--- config.mk ---
export PLATFORM = sky130hd
export DESIGN_NAME = prog_loader
export DESIGN_NICKNAME = d
export VERILOG_FILES = /design/src/rtl/prog_loader_pkg.sv /design/src/rtl/loader_timeout.sv /design/src/rtl/prog_loader.sv
export SDC_FILE = /design/constraint.sdc
export NUM_CORES = 1
export LEC_CHECK = 0
export ABC_AREA = 1
export CELL_PAD_IN_SITES_DETAIL_PLACEMENT = 0
export CELL_PAD_IN_SITES_GLOBAL_PLACEMENT = 1
export CORE_ASPECT_RATIO = 1.1
export CORE_MARGIN = 2
export CORE_UTILIZATION = 40
export DETAILED_ROUTE_END_ITERATION = 6
export PLACE_DENSITY_LB_ADDON = 0.3
export SLEW_MARGIN = 10
export SYNTH_ARGS = -nofsm -noshare
export SYNTH_HDL_FRONTEND = slang
export SYNTH_SLANG_ARGS = --single-unit
--- constraint.sdc ---
create_clock -name clk -period 2.6 [get_ports clk]
set_input_delay 0.52 -clock clk [delete_from_list [all_inputs] [get_ports clk]]
set_output_delay 0.52 -clock clk [all_outputs]
set_load 0.01 [all_outputs]
--- src/rtl/prog_loader_pkg.sv ---
// Shared types and constants for the serial program loader that fills the
// PicoBlaze instruction memory from the UART byte stream.
package prog_loader_pkg;

  localparam logic [7:0] SYNC_DEFAULT = 8'h55;
  localparam int         BYTE_W       = 8;
  localparam int         INSTR_W      = 18;
  localparam int         LEN_W        = 10;

  typedef enum logic [2:0] {
    ST_IDLE   = 3'd0,
    ST_LEN_HI = 3'd1,
    ST_LEN_LO = 3'd2,
    ST_B0     = 3'd3,
    ST_B1     = 3'd4,
    ST_B2     = 3'd5,
    ST_CSUM   = 3'd6
  } state_e;

  // B0 contributes only its two low bits; the upper six are don't-care.
  function automatic logic [INSTR_W-1:0] pack_instr(input logic [1:0]        b0,
                                                    input logic [BYTE_W-1:0] b1,
                                                    input logic [BYTE_W-1:0] b2);
    return {b0, b1, b2};
  endfunction

endpackage

--- src/rtl/loader_timeout.sv ---
// Inter-byte watchdog: a loadable down-counter that flags when a frame has
// gone CYCLES clocks without a byte.
module loader_timeout #(
  parameter int CYCLES = 1000000
) (
  input  logic clk,
  input  logic reset,
  input  logic load,
  input  logic en,
  output logic expired
);

  localparam int CNT_W = $clog2(CYCLES + 1);
  localparam logic [CNT_W-1:0] LOAD_VAL = CNT_W'(CYCLES);
  localparam logic [CNT_W-1:0] ONE      = CNT_W'(1);

  logic [CNT_W-1:0] count_q;
  logic [CNT_W-1:0] count_d;

  always_comb begin
    count_d = count_q;
    if (load) begin
      count_d = LOAD_VAL;
    end else if (en && (count_q != '0)) begin
      count_d = count_q - ONE;
    end
  end

  // Fires on the last counted cycle so the abort lands exactly CYCLES after the load.
  assign expired = en && !load && (count_q == ONE);

  always_ff @(posedge clk) begin
    if (reset) begin
      count_q <= '0;
    end else begin
      count_q <= count_d;
    end
  end

endmodule

--- src/rtl/prog_loader.sv ---
// Frame parser, 3-byte instruction packer and checksum for loading the
// instruction memory over the UART while the processor is held in reset.
module prog_loader
  import prog_loader_pkg::*;
#(
  parameter logic [7:0] SYNC_BYTE      = SYNC_DEFAULT,
  parameter int         TIMEOUT_CYCLES = 1000000,
  parameter int         ADDR_W         = 10
) (
  input  logic               clk,
  input  logic               reset,
  input  logic [BYTE_W-1:0]  rx_data,
  input  logic               rx_valid,
  output logic [ADDR_W-1:0]  mem_addr,
  output logic [INSTR_W-1:0] mem_wdata,
  output logic               mem_we,
  output logic               cpu_reset,
  output logic               busy,
  output logic               load_done,
  output logic               load_error
);

  // rx_valid is a one-cycle strobe with no back-pressure: every strobe is
  // consumed in the cycle it appears, so bytes may arrive on every clock.

  state_e             state_q, state_d;
  logic [BYTE_W-1:0]  csum_q, csum_d;
  logic [LEN_W-1:0]   remain_q, remain_d;
  logic [1:0]         len_hi_q, len_hi_d;
  logic [1:0]         b0_q, b0_d;
  logic [BYTE_W-1:0]  b1_q, b1_d;
  logic [ADDR_W-1:0]  addr_q, addr_d;
  logic [INSTR_W-1:0] wdata_q, wdata_d;
  logic               we_q, we_d;
  logic               cpu_reset_q, cpu_reset_d;
  logic               busy_q, busy_d;
  logic               done_q, done_d;
  logic               err_q, err_d;

  logic [BYTE_W-1:0]  sum_next;
  logic               tmo_load;
  logic               tmo_en;
  logic               tmo_expired;

  assign tmo_load = (state_q == ST_IDLE) || rx_valid;
  assign tmo_en   = (state_q != ST_IDLE);
  assign sum_next = csum_q + rx_data;

  loader_timeout #(
    .CYCLES (TIMEOUT_CYCLES)
  ) u_timeout (
    .clk     (clk),
    .reset   (reset),
    .load    (tmo_load),
    .en      (tmo_en),
    .expired (tmo_expired)
  );

  always_comb begin
    state_d     = state_q;
    csum_d      = csum_q;
    remain_d    = remain_q;
    len_hi_d    = len_hi_q;
    b0_d        = b0_q;
    b1_d        = b1_q;
    addr_d      = addr_q;
    wdata_d     = wdata_q;
    we_d        = 1'b0;
    cpu_reset_d = cpu_reset_q;
    done_d      = done_q;
    err_d       = err_q;

    // Post-increment after each write; the final 1023 -> 0 wrap is harmless.
    if (we_q) begin
      addr_d = addr_q + ADDR_W'(1);
    end

    if (state_q == ST_IDLE) begin
      if (rx_valid && (rx_data == SYNC_BYTE)) begin
        state_d     = ST_LEN_HI;
        cpu_reset_d = 1'b1;
        done_d      = 1'b0;
        err_d       = 1'b0;
        csum_d      = '0;
        addr_d      = '0;
      end
    end else if (tmo_expired) begin
      state_d = ST_IDLE;
      err_d   = 1'b1;
    end else if (rx_valid) begin
      csum_d = sum_next;
      case (state_q)
        ST_LEN_HI: begin
          if (rx_data[7:2] != 6'd0) begin
            state_d = ST_IDLE;
            err_d   = 1'b1;
          end else begin
            len_hi_d = rx_data[1:0];
            state_d  = ST_LEN_LO;
          end
        end
        ST_LEN_LO: begin
          remain_d = {len_hi_q, rx_data};
          state_d  = ST_B0;
        end
        ST_B0: begin
          b0_d    = rx_data[1:0];
          state_d = ST_B1;
        end
        ST_B1: begin
          b1_d    = rx_data;
          state_d = ST_B2;
        end
        ST_B2: begin
          wdata_d = pack_instr(b0_q, b1_q, rx_data);
          we_d    = 1'b1;
          if (remain_q == '0) begin
            state_d = ST_CSUM;
          end else begin
            remain_d = remain_q - LEN_W'(1);
            state_d  = ST_B0;
          end
        end
        ST_CSUM: begin
          state_d = ST_IDLE;
          if (sum_next == '0) begin
            done_d      = 1'b1;
            cpu_reset_d = 1'b0;
          end else begin
            err_d = 1'b1;
          end
        end
        default: begin
          state_d = ST_IDLE;
        end
      endcase
    end

    busy_d = (state_d != ST_IDLE);
  end

  // Reset also drops any write strobe queued by a byte accepted this cycle.
  always_ff @(posedge clk) begin
    if (reset) begin
      state_q     <= ST_IDLE;
      csum_q      <= '0;
      remain_q    <= '0;
      len_hi_q    <= '0;
      b0_q        <= '0;
      b1_q        <= '0;
      addr_q      <= '0;
      wdata_q     <= '0;
      we_q        <= 1'b0;
      cpu_reset_q <= 1'b0;
      busy_q      <= 1'b0;
      done_q      <= 1'b0;
      err_q       <= 1'b0;
    end else begin
      state_q     <= state_d;
      csum_q      <= csum_d;
      remain_q    <= remain_d;
      len_hi_q    <= len_hi_d;
      b0_q        <= b0_d;
      b1_q        <= b1_d;
      addr_q      <= addr_d;
      wdata_q     <= wdata_d;
      we_q        <= we_d;
      cpu_reset_q <= cpu_reset_d;
      busy_q      <= busy_d;
      done_q      <= done_d;
      err_q       <= err_d;
    end
  end

  assign mem_addr   = addr_q;
  assign mem_wdata  = wdata_q;
  assign mem_we     = we_q;
  assign cpu_reset  = cpu_reset_q;
  assign busy       = busy_q;
  assign load_done  = done_q;
  assign load_error = err_q;

endmodule

=== After elaboration in Yosys (flattened, before gate mapping) ===
Index checks and enable logic that the tools add are counted.

* Flip-flop bits (word level): 86
* Input bits: 11

* $add $sub $neg: 4
* Equal/unequal tests: 13
* Mux-type cells: 37
* Bitwise logic cells: 4
* Reductions and logical operators: 30

{| class="wikitable"
|+ Operators by type and width
! kind !! number
|-
| two-way mux 10 bit || 4
|-
| two-way mux 20 bit || 2
|-
| two-way mux 8 bit || 4
|-
| equality test 20 x 1 -> 1 bit (second input constant) || 1
|-
| one-hot mux 10 bit (2 select lines) || 1
|-
| AND reduction 5 bit || 4
|-
| nonzero test 20 bit || 1
|-
| subtractor 20 x 1 -> 20 bit (second input constant) || 1
|-
| two-way mux 1 bit || 18
|-
| two-way mux 3 bit || 5
|-
| one-hot mux 3 bit (5 select lines) || 1
|-
| AND reduction 4 bit || 3
|-
| adder 10 x 1 -> 10 bit (second input constant) || 1
|-
| zero test 10 bit || 1
|-
| nonzero test 2 bit || 5
|-
| subtractor 10 x 1 -> 10 bit (second input constant) || 1
|-
| equality test 3 bit (second input constant) || 3
|-
| nonzero test 3 bit || 3
|-
| adder 8 bit || 1
|-
| equality test 8 x 7 -> 1 bit (second input constant) || 1
|-
| zero test 8 bit || 1
|-
| != test 4 bit (second input constant) || 2
|-
| equality test 3 x 2 -> 1 bit (second input constant) || 2
|-
| nonzero test 6 bit || 1
|-
| 14 further kinds || 21
|}

=== Longest topological paths before layout ===
Gate-level depths: netlist of the first run.

* Depth after elaboration: 8
* Gate-level depth with buffers: 14
* Gate-level depth less buffers: 14

=== Modules after synthesis ===
From an unflattened synthesis of the first run, not the netlist that was laid out.

* Cell total of the unflattened synthesis: 658
* Area, all modules: 4500.6 µm²

{| class="wikitable"
|+ Modules (own cells, without submodules)
! module !! instances !! cells each !! area each (µm²)
|-
| prog_loader || 1 || 451 || 3174.3
|-
| loader_timeout || 1 || 207 || 1326.3
|}

=== Worst setup path after synthesis of the first run ===
Ideal clock, no wire load.

* Path type: input to register
* Start: input port rx_data[0]
* End: register err_q, in the netlist load_error
* Library setup time: 0.120 ns
* Arrival time: 1.877 ns
* Required time: 2.480 ns
* Path slack: 0.603 ns
* Stages: 14
* Cell sequence: ha_1 -> fa_1 -> nand2_1 -> nand2_1 -> nand3_1 -> nand2_1 -> nand2_1 -> nand2_1 -> nor2_1 -> nand2_1 -> nand2_1 -> nand2_1 -> nand2_1 -> a21oi_1

* Longest elaborated chain between the ends: 4
* Elaborated cells on any way between the ends: 7
* Those cells by class: add/sub: 1; eq/ne: 3; reduce/logical: 3

{| class="wikitable"
|+ RTL lines
! element !! line !! source
|-
| start, declared || prog_loader.sv:12 || <nowiki>input logic [BYTE_W-1:0] rx_data,</nowiki>
|-
| adder 8 bit or equality test 8 x 7 -> 1 bit (tied branches) || prog_loader.sv:47, prog_loader.sv:79 ||
|-
| zero test 8 bit or logical AND 1 bit (tied branches) || prog_loader.sv:126, prog_loader.sv:79 ||
|-
| != test 4 bit (no source line) or != test 2 x 1 -> 1 bit (tied branches) || - ||
|-
| AND reduction 5 bit (no source line) * || - ||
|-
| end signal, assigned || prog_loader.sv:171 || <nowiki>err_q <= err_d;</nowiki>
|-
| end, declared || prog_loader.sv:38 || <nowiki>logic err_q, err_d;</nowiki>
|}

Mark *: on every way between the ends. The rest lies on a longest branch, timed or not.
A chain may end at the register's enable or synchronous reset.

=== Worst setup path in the final report of the first run ===
Ends and elaborated chain as after synthesis.

==> results of run 1 <==
worst max path at each step:
stage | start | endpoint | slack [ns]
finish | rx_data[0] | load_error$_SDFFE_PP0P_ | 0.18
global placement | rx_data[0] | load_error$_SDFFE_PP0P_ | -0.12
floorplan | rx_data[0] | load_error$_SDFFE_PP0P_ | 0.60
global route | rx_data[0] | load_error$_SDFFE_PP0P_ | 0.05
detailed placement | rx_data[0] | load_error$_SDFFE_PP0P_ | -0.17
CTS | rx_data[0] | load_error$_SDFFE_PP0P_ | 0.19
per-stage QoR:
| stage | hold slack (ns) | utilization (%) | setup slack, ns | setup TNS [ns] | power (mW) |
|---|---|---|---|---|---|
| final | 0.459 | 49.1 | 0.180 | 0 | 2.79 |
| after global routing | 0.477 | 49.1 | 0.0459 | 0 | 2.89 |
| after CTS | 0.463 | 49.1 | 0.191 | 0 | 2.82 |
| after detailed placement | 0.455 | 46.3 | -0.166 | -0.372 | 1.50 |
| after global placement | 0.452 | 46.3 | -0.121 | -0.194 | 1.50 |
| after floorplan | 0.441 | - | 0.603 | 0 | 1.44 |
where the power goes:
part / internal, mW / total, mW / switching (mW)
registers: 1.32 / 1.33 / 0.00638
logic: 0.0512 / 0.145 / 0.0939
clock network: 0.777 / 1.32 / 0.538
final cells by class:
| cell class | instances | area (sq um) |
|---|---|---|
| clock inverter | 6 | 70.1 |
| sequential | 86 | 1720 |
| multi-input combinational | 456 | 2330 |
| clock buffer | 10 | 239 |
| timing repair buffer | 59 | 546 |
| tap | 147 | 184 |
| fill | 1061 | 5500 |
| inverter | 58 | 220 |
per-layer routing:
metal  track usage (%)  vias up  wire (microns)
met5                 0        -               0
met4              7.48        0             157
met3              2.46        9             317
met2              33.9       69            5320
met1              24.0     1939            5200
li1                  -     2161               -
cell families (layout without fill, tap and decap cells):
family | after synthesis | in the layout
and+or+nand+nor | 308 | 308
adders and majority gates | 13 | 13
DFF | 86 | 86
AOI/OAI and AO/OA | 122 | 122
xor gates and xnor gates | 12 | 12
muxes | 1 | 1
buffers and inverters | 77 | 133
placed cells by master, fill, tap and decap left out, types with 7 or more instances in the layout:
| cell type | n |
|---|---|
| clkdlybuf4s50_1 | 42 |
| inv_1 | 52 |
| nand3_1 | 70 |
| a31oi_1 | 7 |
| clkbuf_16 | 9 |
| xor2_1 | 9 |
| a21oi_1 | 74 |
| o21ai_0 | 29 |
| nor3_1 | 10 |
| buf_4 | 16 |
| dfxtp_1 | 86 |
| nand2_2 | 7 |
| nand2_1 | 129 |
| nand4_1 | 7 |
| nor2_1 | 59 |
| ha_1 | 12 |
critical path, stage by stage:
cell and delay, ns:
clkdlybuf4s50_1 0.52, ha_1 0.28, fa_1 0.39, nand2_1 0.12, nand2_1 0.10, nand3_1 0.09
nand2_1 0.05, nand2_1 0.06, nand2_1 0.06, nor2_1 0.16, nand2_1 0.07, nand2_1 0.06
nand2_1 0.04, nand2_1 0.06, a21oi_1 0.05
state kept, by name, summed over array words and instances, names as in the netlist:
| name | flops |
|---|---|
| b0_q | 2 |
| mem_we | 1 |
| csum_q | 8 |
| u_timeout.count_q | 20 |
| cpu_reset | 1 |
| mem_addr | 10 |
| len_hi_q | 2 |
| b1_q | 8 |
| remain_q | 10 |
| state_q | 3 |
| busy | 1 |
| mem_wdata | 18 |
| load_done | 1 |
| load_error | 1 |
==> metrics.yaml, run 1 <==
post-route-min-period_ns: 2.42
numPortBuffers: 43
required_ns: 2.81
syn_avg_cell_area_sq_um: 7.06
ant_nets: 0
final_area_sq_um: 5310
die_w_microns: 104
synth-edff-count: 0
place_congestion: 0.855
die-area_sq_um: 11800
critPathKind: "input port to flip-flop"
total_leakage_power_nw: 2.08
ys_warn_count: 0
yosys.area.top_type_share_pct: 39.4
r2r-end: "load_error$_SDFFE_PP0P_"
timing.max_cap.violations: 0
row_count: 40
synth_common_cells: "129 x nand2_1, 86 x dfxtp_1, 74 x a21oi_1, 70 x nand3_1, 59 x nor2_1"
instances_no_fill: 822
path_max_fanout: 3
drive_gt1_share_pct: 10.1
endpoint_kind: "flip-flop"
insertion_delay_ns: 0.35
antenna_found_initial: 0
cts_resized: 0
worstHoldPathCells: 2
muxShareOfSynthArea_pct: 0.229
arrival_ns: 2.63
rsz0062_at_grt: "false"
synth_fp_nets: 643
cts.sinks: 86
maxSlewHeadroom_pct: 67.5
worst_setup_path_start_kind: "input port"
coreArea_sq_um: 10800
grt_pass1_wl_microns: 18400
synth_xor_xnor_area_share_pct: 2.40
clk_pin_slew_ns: 0.06
synth_compound_area_share_pct: 14.7
async_flop_share_pct: 0
synthTopCellsByArea: "dfxtp_1 39%, nand2_1 11%, a21oi_1 8.5%"
clock_path_buffers: 2
final_net_count: 694
holdBufCountCts: 0
ys_seq_area_share_pct: 39.4
status: "complete, no violations"
setup_viol: 0
hold_violations: 0
die_h_microns: 114
firstDrtPassIters: 5
placed_cells: 806
yosys.area_share.adder_pct: 3.89
wirelength_microns: 11000
clock_tree.root_cell: "clkbuf_16"
synthFlopType: "dfxtp_1"
ys_seq_elements: 86
numCtsBuffers: 9
syn_area_sq_um: 4370
syn_inst: 619
htreeDepth: 3
finalCritPeriodShare_pct: 93.1
r2r-start: "csum_q[0]$_SDFFE_PP0P_"
grt_overflow_total: 0
grt_pass1_vias: 3895
synth_top_family_by_area: "simple AND/OR/NAND/NOR gates"
synth.most_common_cell: "nand2_1"
ys_types: 41
hpwl_microns: 8140
hp-class: "flip-flop to flip-flop"
viasPerCell: 5.08
avgRoutedWirePerCell_microns: 13.4
dpl_cell_area_sq_um: 5000
initial_core_util_pct: 40.4
drv_slew: 0
whs_endpoint: "mem_wdata[4]$_SDFFE_PP0P_"
fmax_ghz: 0.413
vias: 4178
track_usage_pct: 19.2
antenna_cells: 0
post_cts_buffers: 0
r2r_setup_slack_ns: 0.65
synth-simple-area-share_pct: 32.2
worst_slew_pin_slew_ns: 0.488
min_from: "mem_wdata[4]$_SDFFE_PP0P_"
dr.first_iter.drc_count: 325
r2r_cells: 14
power.density_cell_area_nw_per_um2: 525
cts_tree: "built"
drc: 0
ioPinCount: 44
yosysTopAreaCell: "dfxtp_1"
final.setup_skew_ns: 0.0114
area_growth_pct: 21.5
max-vdd-ir-drop_uv: 265
grt_max_degree: 28
No activity file was read; power rests on OpenSTA's default activity.
==> inputs of run 2 (changes only) <==
--- a/config.mk
+++ b/config.mk
@@ -10,7 +10,7 @@
 export CELL_PAD_IN_SITES_GLOBAL_PLACEMENT = 1
 export CORE_ASPECT_RATIO = 1.1
 export CORE_MARGIN = 2
-export CORE_UTILIZATION = 40
+export CORE_UTILIZATION = 41
 export DETAILED_ROUTE_END_ITERATION = 6
 export PLACE_DENSITY_LB_ADDON = 0.3
 export SLEW_MARGIN = 10
==> metrics.yaml, run 2 (synthesis gave the netlist of run 1 again) <==
largest-register: "u_timeout.count_q"
post-route-min-period_ns: 2.29  # -0.129 ns
ioPinCount: 44  # unchanged
final.setup_skew_ns: 0.00681  # -0.00455 ns
avgRoutedWirePerCell_microns: 13.4  # -0.14%
grt_max_degree: 49  # +75%
coreArea_sq_um: 10400  # -3.9%
total_leakage_power_nw: 2.06  # -0.80%
track_usage_pct: 19.7  # +0.48 points
worstHoldPathCells: 2  # unchanged
numPortBuffers: 43  # unchanged
largest_reg_flops: 20  # unchanged
finalCritPeriodShare_pct: 88.1  # -5.0 points
status: "complete, no violations"
grt_pass1_vias: 3746  # -3.8%
clock_tree.root_cell: "clkbuf_16"
cp_cell_sequence: "clkdlybuf4s50_1 > ha_1 > fa_1 > nand2_1 > nand2_1 > nand3_1 > nand2_1 > nand2_1 > nand2_1 > nor2_1 > nand2_1 > nand2_1 > nand2_1 > nand2_1 > a21oi_1"
worst_setup_path_start_kind: "input port"
power.density_cell_area_nw_per_um2: 529  # +0.75%
final_net_count: 692  # -0.29%
max-vdd-ir-drop_uv: 326  # +23%
whs_endpoint: "load_error$_SDFFE_PP0P_"
arrival_ns: 2.50  # -0.13 ns
fin_util_pct: 50.9  # +1.8 points
critPathKind: "input port to flip-flop"
dpl_cell_area_sq_um: 4980  # -0.40%
cts_tree: "built"
area_growth_pct: 21.1
drv_slew: 0  # unchanged
worst_slew_pin_slew_ns: 0.537  # +0.0497 ns
timing.max_cap.violations: 0  # unchanged
die_h_microns: 112  # -1.2%
hpwl_microns: 7900  # -3.0%
layout_commonest_cell: "nand2_1"
final_area_sq_um: 5290  # -0.38%
cpPeakStageDelay_ns: 0.44  # -0.08 ns
wirelength_microns: 10900  # -0.86%
vias: 4083  # -2.3%
antenna_found_initial: 0  # unchanged
timing.final.ws_setup_ns: 0.310  # +0.129 ns
drive_gt1_share_pct: 9.81  # -0.27 points
insertion_delay_ns: 0.34  # about the same
setup_viol: 0  # unchanged
r2r-end: "mem_wdata[6]$_SDFFE_PP0P_"
fillCellCount: 1069  # +0.75%
grt_overflow_total: 0  # unchanged
holdBufCountCts: 0  # unchanged
fmax_ghz: 0.437  # +5.6%
hp-class: "flip-flop to flip-flop"
cts_resized: 0  # unchanged
htreeDepth: 3  # unchanged
path_max_fanout: 3  # unchanged
cts.sinks: 86  # unchanged
min_from: "load_error$_SDFFE_PP0P_"
dr.first_iter.drc_count: 227  # -30%
r2r_cells: 6  # -8
firstDrtPassIters: 4  # -1
r2r_setup_slack_ns: 0.62  # -0.03 ns
final_cell_mix: "129 x nand2_1, 86 x dfxtp_1, 74 x a21oi_1, 70 x nand3_1, 59 x nor2_1"
place_congestion: 0.805  # -5.9%
ant_nets: 0  # unchanged
slowest_stage: "clkdlybuf4s50_1"
drc: 0  # unchanged
hold_violations: 0  # unchanged
rsz0062_at_grt: "false"
numCtsBuffers: 9  # unchanged
die_w_microns: 102  # -1.2%
dp_slack_ns: -0.0248  # +0.141 ns
clock_path_buffers: 2  # unchanged
crit_family: "simple AND/OR/NAND/NOR gates"
total_power_mw: 2.80  # +0.37%
crit_path_frequent_cell: "nand2_1"
die-area_sq_um: 11500  # -2.4%
crit_buf_inv: 1  # unchanged
grt_pass1_wl_microns: 18000  # -2.1%
r2r-start: "state_q[2]$_SDFF_PP0_"
clk_pin_slew_ns: 0.06  # about the same
post_cts_buffers: 0  # unchanged
viasPerCell: 5.00  # -1.6%
required_ns: 2.81  # about the same
endpoint_kind: "flip-flop"
antenna_cells: 0  # unchanged
initial_core_util_pct: 42.0  # +1.6 points
row_count: 39  # -2.5%
maxSlewHeadroom_pct: 64.2  # -3.3 points
[run 2: tightest hold or removal path: stages, from the launching register on]
cell     delay (ns)
dfxtp_1        0.31
inv_1          0.04
a21oi_1        0.05
[run 2: final cells by class]
cell class / count / area (sq um) / share of cell area (%)
multi-input cells: 456 / 2330 / 44.1
inverters: 58 / 220 / 4.16
clock inverters: 6 / 70.1 / 1.32
well taps: 143 / 179 / 3.38
clock buffers: 10 / 239 / 4.52
flip-flops and latches: 86 / 1720 / 32.5
repair buffers: 57 / 531 / 10.0
[run 2: report_power, final]
group          internal [mW]  leakage [nW]  switching [mW]
clock network          0.777         0.147           0.551
logic                 0.0502          1.22          0.0921
registers               1.32         0.695         0.00629
total                   2.15          2.06           0.650
[run 2: worst max path at each step]
stage / start / slack (ns) / end / depth (start not counted)
final: rx_data[0] / 0.31 / load_error$_SDFFE_PP0P_ / 15
after global routing: rx_data[0] / 0.19 / load_error$_SDFFE_PP0P_ / 15
after CTS: rx_data[0] / 0.32 / load_error$_SDFFE_PP0P_ / 15
after detailed placement: rx_data[0] / -0.02 / load_error$_SDFFE_PP0P_ / 15
after global placement: rx_data[0] / 0.01 / load_error$_SDFFE_PP0P_ / 15
after floorplan: rx_data[0] / 0.60 / load_error$_SDFFE_PP0P_ / 14
[run 2: stage by stage]
step / hold slack, ns / TNS [ns] / instances
after floorplan: 0.441 / 0 / 619
after global placement: 0.442 / 0 / 800
after detailed placement: 0.440 / -0.0248 / 800
after CTS: 0.452 / 0 / 816
after global routing: 0.476 / 0 / 816
final: 0.449 / 0 / 816
[run 2: metal layers]
layer  wire [microns]  part of all wire [%]  global-route usage, %
met5                0                     0                      0
met4              104                  0.95                   5.87
met3              396                   3.6                   3.36
met2             5350                    49                   32.8
met1             5050                    46                   25.8
==> inputs of run 3 (changes only) <==
==> constraint.sdc (replaced) <==
create_clock -name clk -period 2.6 [get_ports clk]
set_input_delay 0.78 -clock clk [delete_from_list [all_inputs] [get_ports clk]]
set_output_delay 0.78 -clock clk [all_outputs]
set_load 0.01 [all_outputs]
==> metrics.yaml, run 3 (synthesis gave the netlist of run 1 again) <==
power.density_cell_area_nw_per_um2: 544  # +2.8%
fillCellCount: 1041  # -2.6%
use_met2_pct: 33.5  # +0.74 points
final.setup_skew_ns: 0.00617  # -0.000638 ns
largest_reg_flops: 20  # unchanged
rsz0062_at_grt: "false"
grt_use_met3_pct: 4.11  # +0.75 points
cpPeakStageDelay_ns: 0.49  # +0.05 ns
total_leakage_power_nw: 2.17  # +4.9%
antenna_cells: 0  # unchanged
hold_violations: 0  # unchanged
drc: 0  # unchanged
worst_slew_pin_slew_ns: 0.496  # -0.0418 ns
grt_max_degree: 30  # -39%
layout_commonest_cell: "nand2_1"
grtUsageMet1_pct: 26.6  # +0.75 points
grt_pass1_wl_microns: 18800  # +4.6%
insertion_delay_ns: 0.34  # about the same
grt.busiest_layer: "met2"
largest-register: "u_timeout.count_q"
arrival_ns: 2.71  # +0.21 ns
die_h_microns: 112  # unchanged
cts_tree: "built"
dr.first_iter.drc_count: 197  # -13%
required_ns: 2.83  # +0.02 ns
slowest_stage: "clkdlybuf4s50_1"
antenna_found_initial: 0  # unchanged
area_growth_pct: 25.1
row_count: 39  # unchanged
drv_slew: 0  # unchanged
dpl_cell_area_sq_um: 5110  # +2.7%
cp_cell_sequence: "clkdlybuf4s50_1 > ha_1 > fa_2 > nor2_1 > nand2_1 > nor2_1 > nand3_1 > nor2_2 > nand2_1 > nand2_1 > nand2_1 > nand2_1 > a21oi_1"
max-vdd-ir-drop_uv: 290  # -11%
whs_ns: 0.461  # +0.0125 ns
die_w_microns: 102  # unchanged
initial_core_util_pct: 42.0  # unchanged
numCtsBuffers: 9  # unchanged
firstDrtPassIters: 4  # unchanged
grt_pass1_vias: 4011  # +7.1%
hpwl_microns: 8320  # +5.4%
instances_no_fill: 832  # +2.0%
final_cell_mix: "129 x nand2_1, 86 x dfxtp_1, 74 x a21oi_1, 70 x nand3_1, 58 x nor2_1"
timing.max_cap.violations: 0  # unchanged
drive_gt1_share_pct: 12.2  # +2.4 points
setup_viol: 0  # unchanged
worst_setup_path_start_kind: "input port"
clk_pin_slew_ns: 0.06  # about the same
hp-class: "flip-flop to flip-flop"
multi_input_area_sq_um: 2340  # +0.21%
final_area_sq_um: 5470  # +3.3%
crit_family: "simple AND/OR/NAND/NOR gates"
fmax_ghz: 0.403  # -7.6%
coreArea_sq_um: 10400  # unchanged
critPathKind: "input port to flip-flop"
viasPerCell: 5.10  # +1.9%
ant_nets: 0  # unchanged
clock_tree.root_cell: "clkbuf_16"
htreeDepth: 3  # unchanged
ioPinCount: 44  # unchanged
maxSlewHeadroom_pct: 67.0  # +2.8 points
die-area_sq_um: 11500  # unchanged
place_congestion: 0.868  # +7.8%
cts.sinks: 86  # unchanged
numPortBuffers: 43  # unchanged
avgRoutedWirePerCell_microns: 13.5  # +1.4%
placed_cells: 816  # +2.0%
crit_buf_inv: 1  # unchanged
finalCritPeriodShare_pct: 95.4  # +7.3 points
wirelength_microns: 11300  # +3.4%
endpoint_kind: "flip-flop"
grt_overflow_total: 0  # unchanged
clock_path_buffers: 2  # unchanged
vias: 4243  # +3.9%
track_usage_pct: 20.6  # +0.93 points
path_max_fanout: 2  # -1
status: "complete, no violations"
register_area_sq_um: 1720  # unchanged
post-route-min-period_ns: 2.48  # +0.189 ns
final_net_count: 708  # +2.3%
crit_path_frequent_cell: "nand2_1"
run 3: metrics by stage:
stage                     setup WS, ns  total power [mW]  setup TNS (ns)  utilization (%)
after floorplan                  0.343              1.44               0                -
after global placement          -0.220              1.52          -0.598             49.2
after detailed placement        -0.262              1.52          -0.778             49.2
after CTS                       0.0795              3.01               0             52.5
after global routing            0.0177              3.09               0             52.6
final                            0.121              2.97               0             52.6
run 3: repair_timing:
item                                    4_1_cts  5_1_grt
endpoints found under the setup margin        0        3
resized for setup                             0        2
hold buffers                                  0        0
setup buffers                                 0        0
run 3: layout make-up:
class,instances,area share [%]
Sequential cell,86,31.5
Clock inverter,7,2.20
Clock buffer,9,4.12
Inverter,58,4.03
Tap cell,143,3.27
Multi-Input combinational cell,456,42.7
Timing Repair Buffer,73,12.1
run 3: report_power, final:
part / total (mW) / leakage, nW / internal, mW / switching [mW]
Sequential: 1.33 / 0.695 / 1.32 / 0.00646
Clock: 1.49 / 0.166 / 0.942 / 0.545
Combinational: 0.158 / 1.31 / 0.0612 / 0.0967
Total: 2.97 / 2.17 / 2.33 / 0.648
run 3: final timing paths:
check             depth (start not counted)                    endpoint  slack (ns)                        from
hold reg to reg                           2  mem_wdata[13]$_SDFFE_PP0P_        0.46  mem_wdata[13]$_SDFFE_PP0P_
hold / removal                            2  mem_wdata[13]$_SDFFE_PP0P_        0.46  mem_wdata[13]$_SDFFE_PP0P_
setup reg to reg                          5           mem_we$_SDFF_PP0_        0.60       state_q[2]$_SDFF_PP0_
setup / recovery                         13     load_error$_SDFFE_PP0P_        0.12                  rx_data[0]
run 3: tightest hold or removal path, cell delays in order, from the launching register on:
cell and delay, ns:
dfxtp_1 0.31, nand2_1 0.06, a21oi_1 0.05
run 3: routing by layer:
layer | share of wire [%] | wire length [microns]
met5 | 0 | 0
met4 | 2.4 | 272
met3 | 3.9 | 437
met2 | 49 | 5480
met1 | 45 | 5080
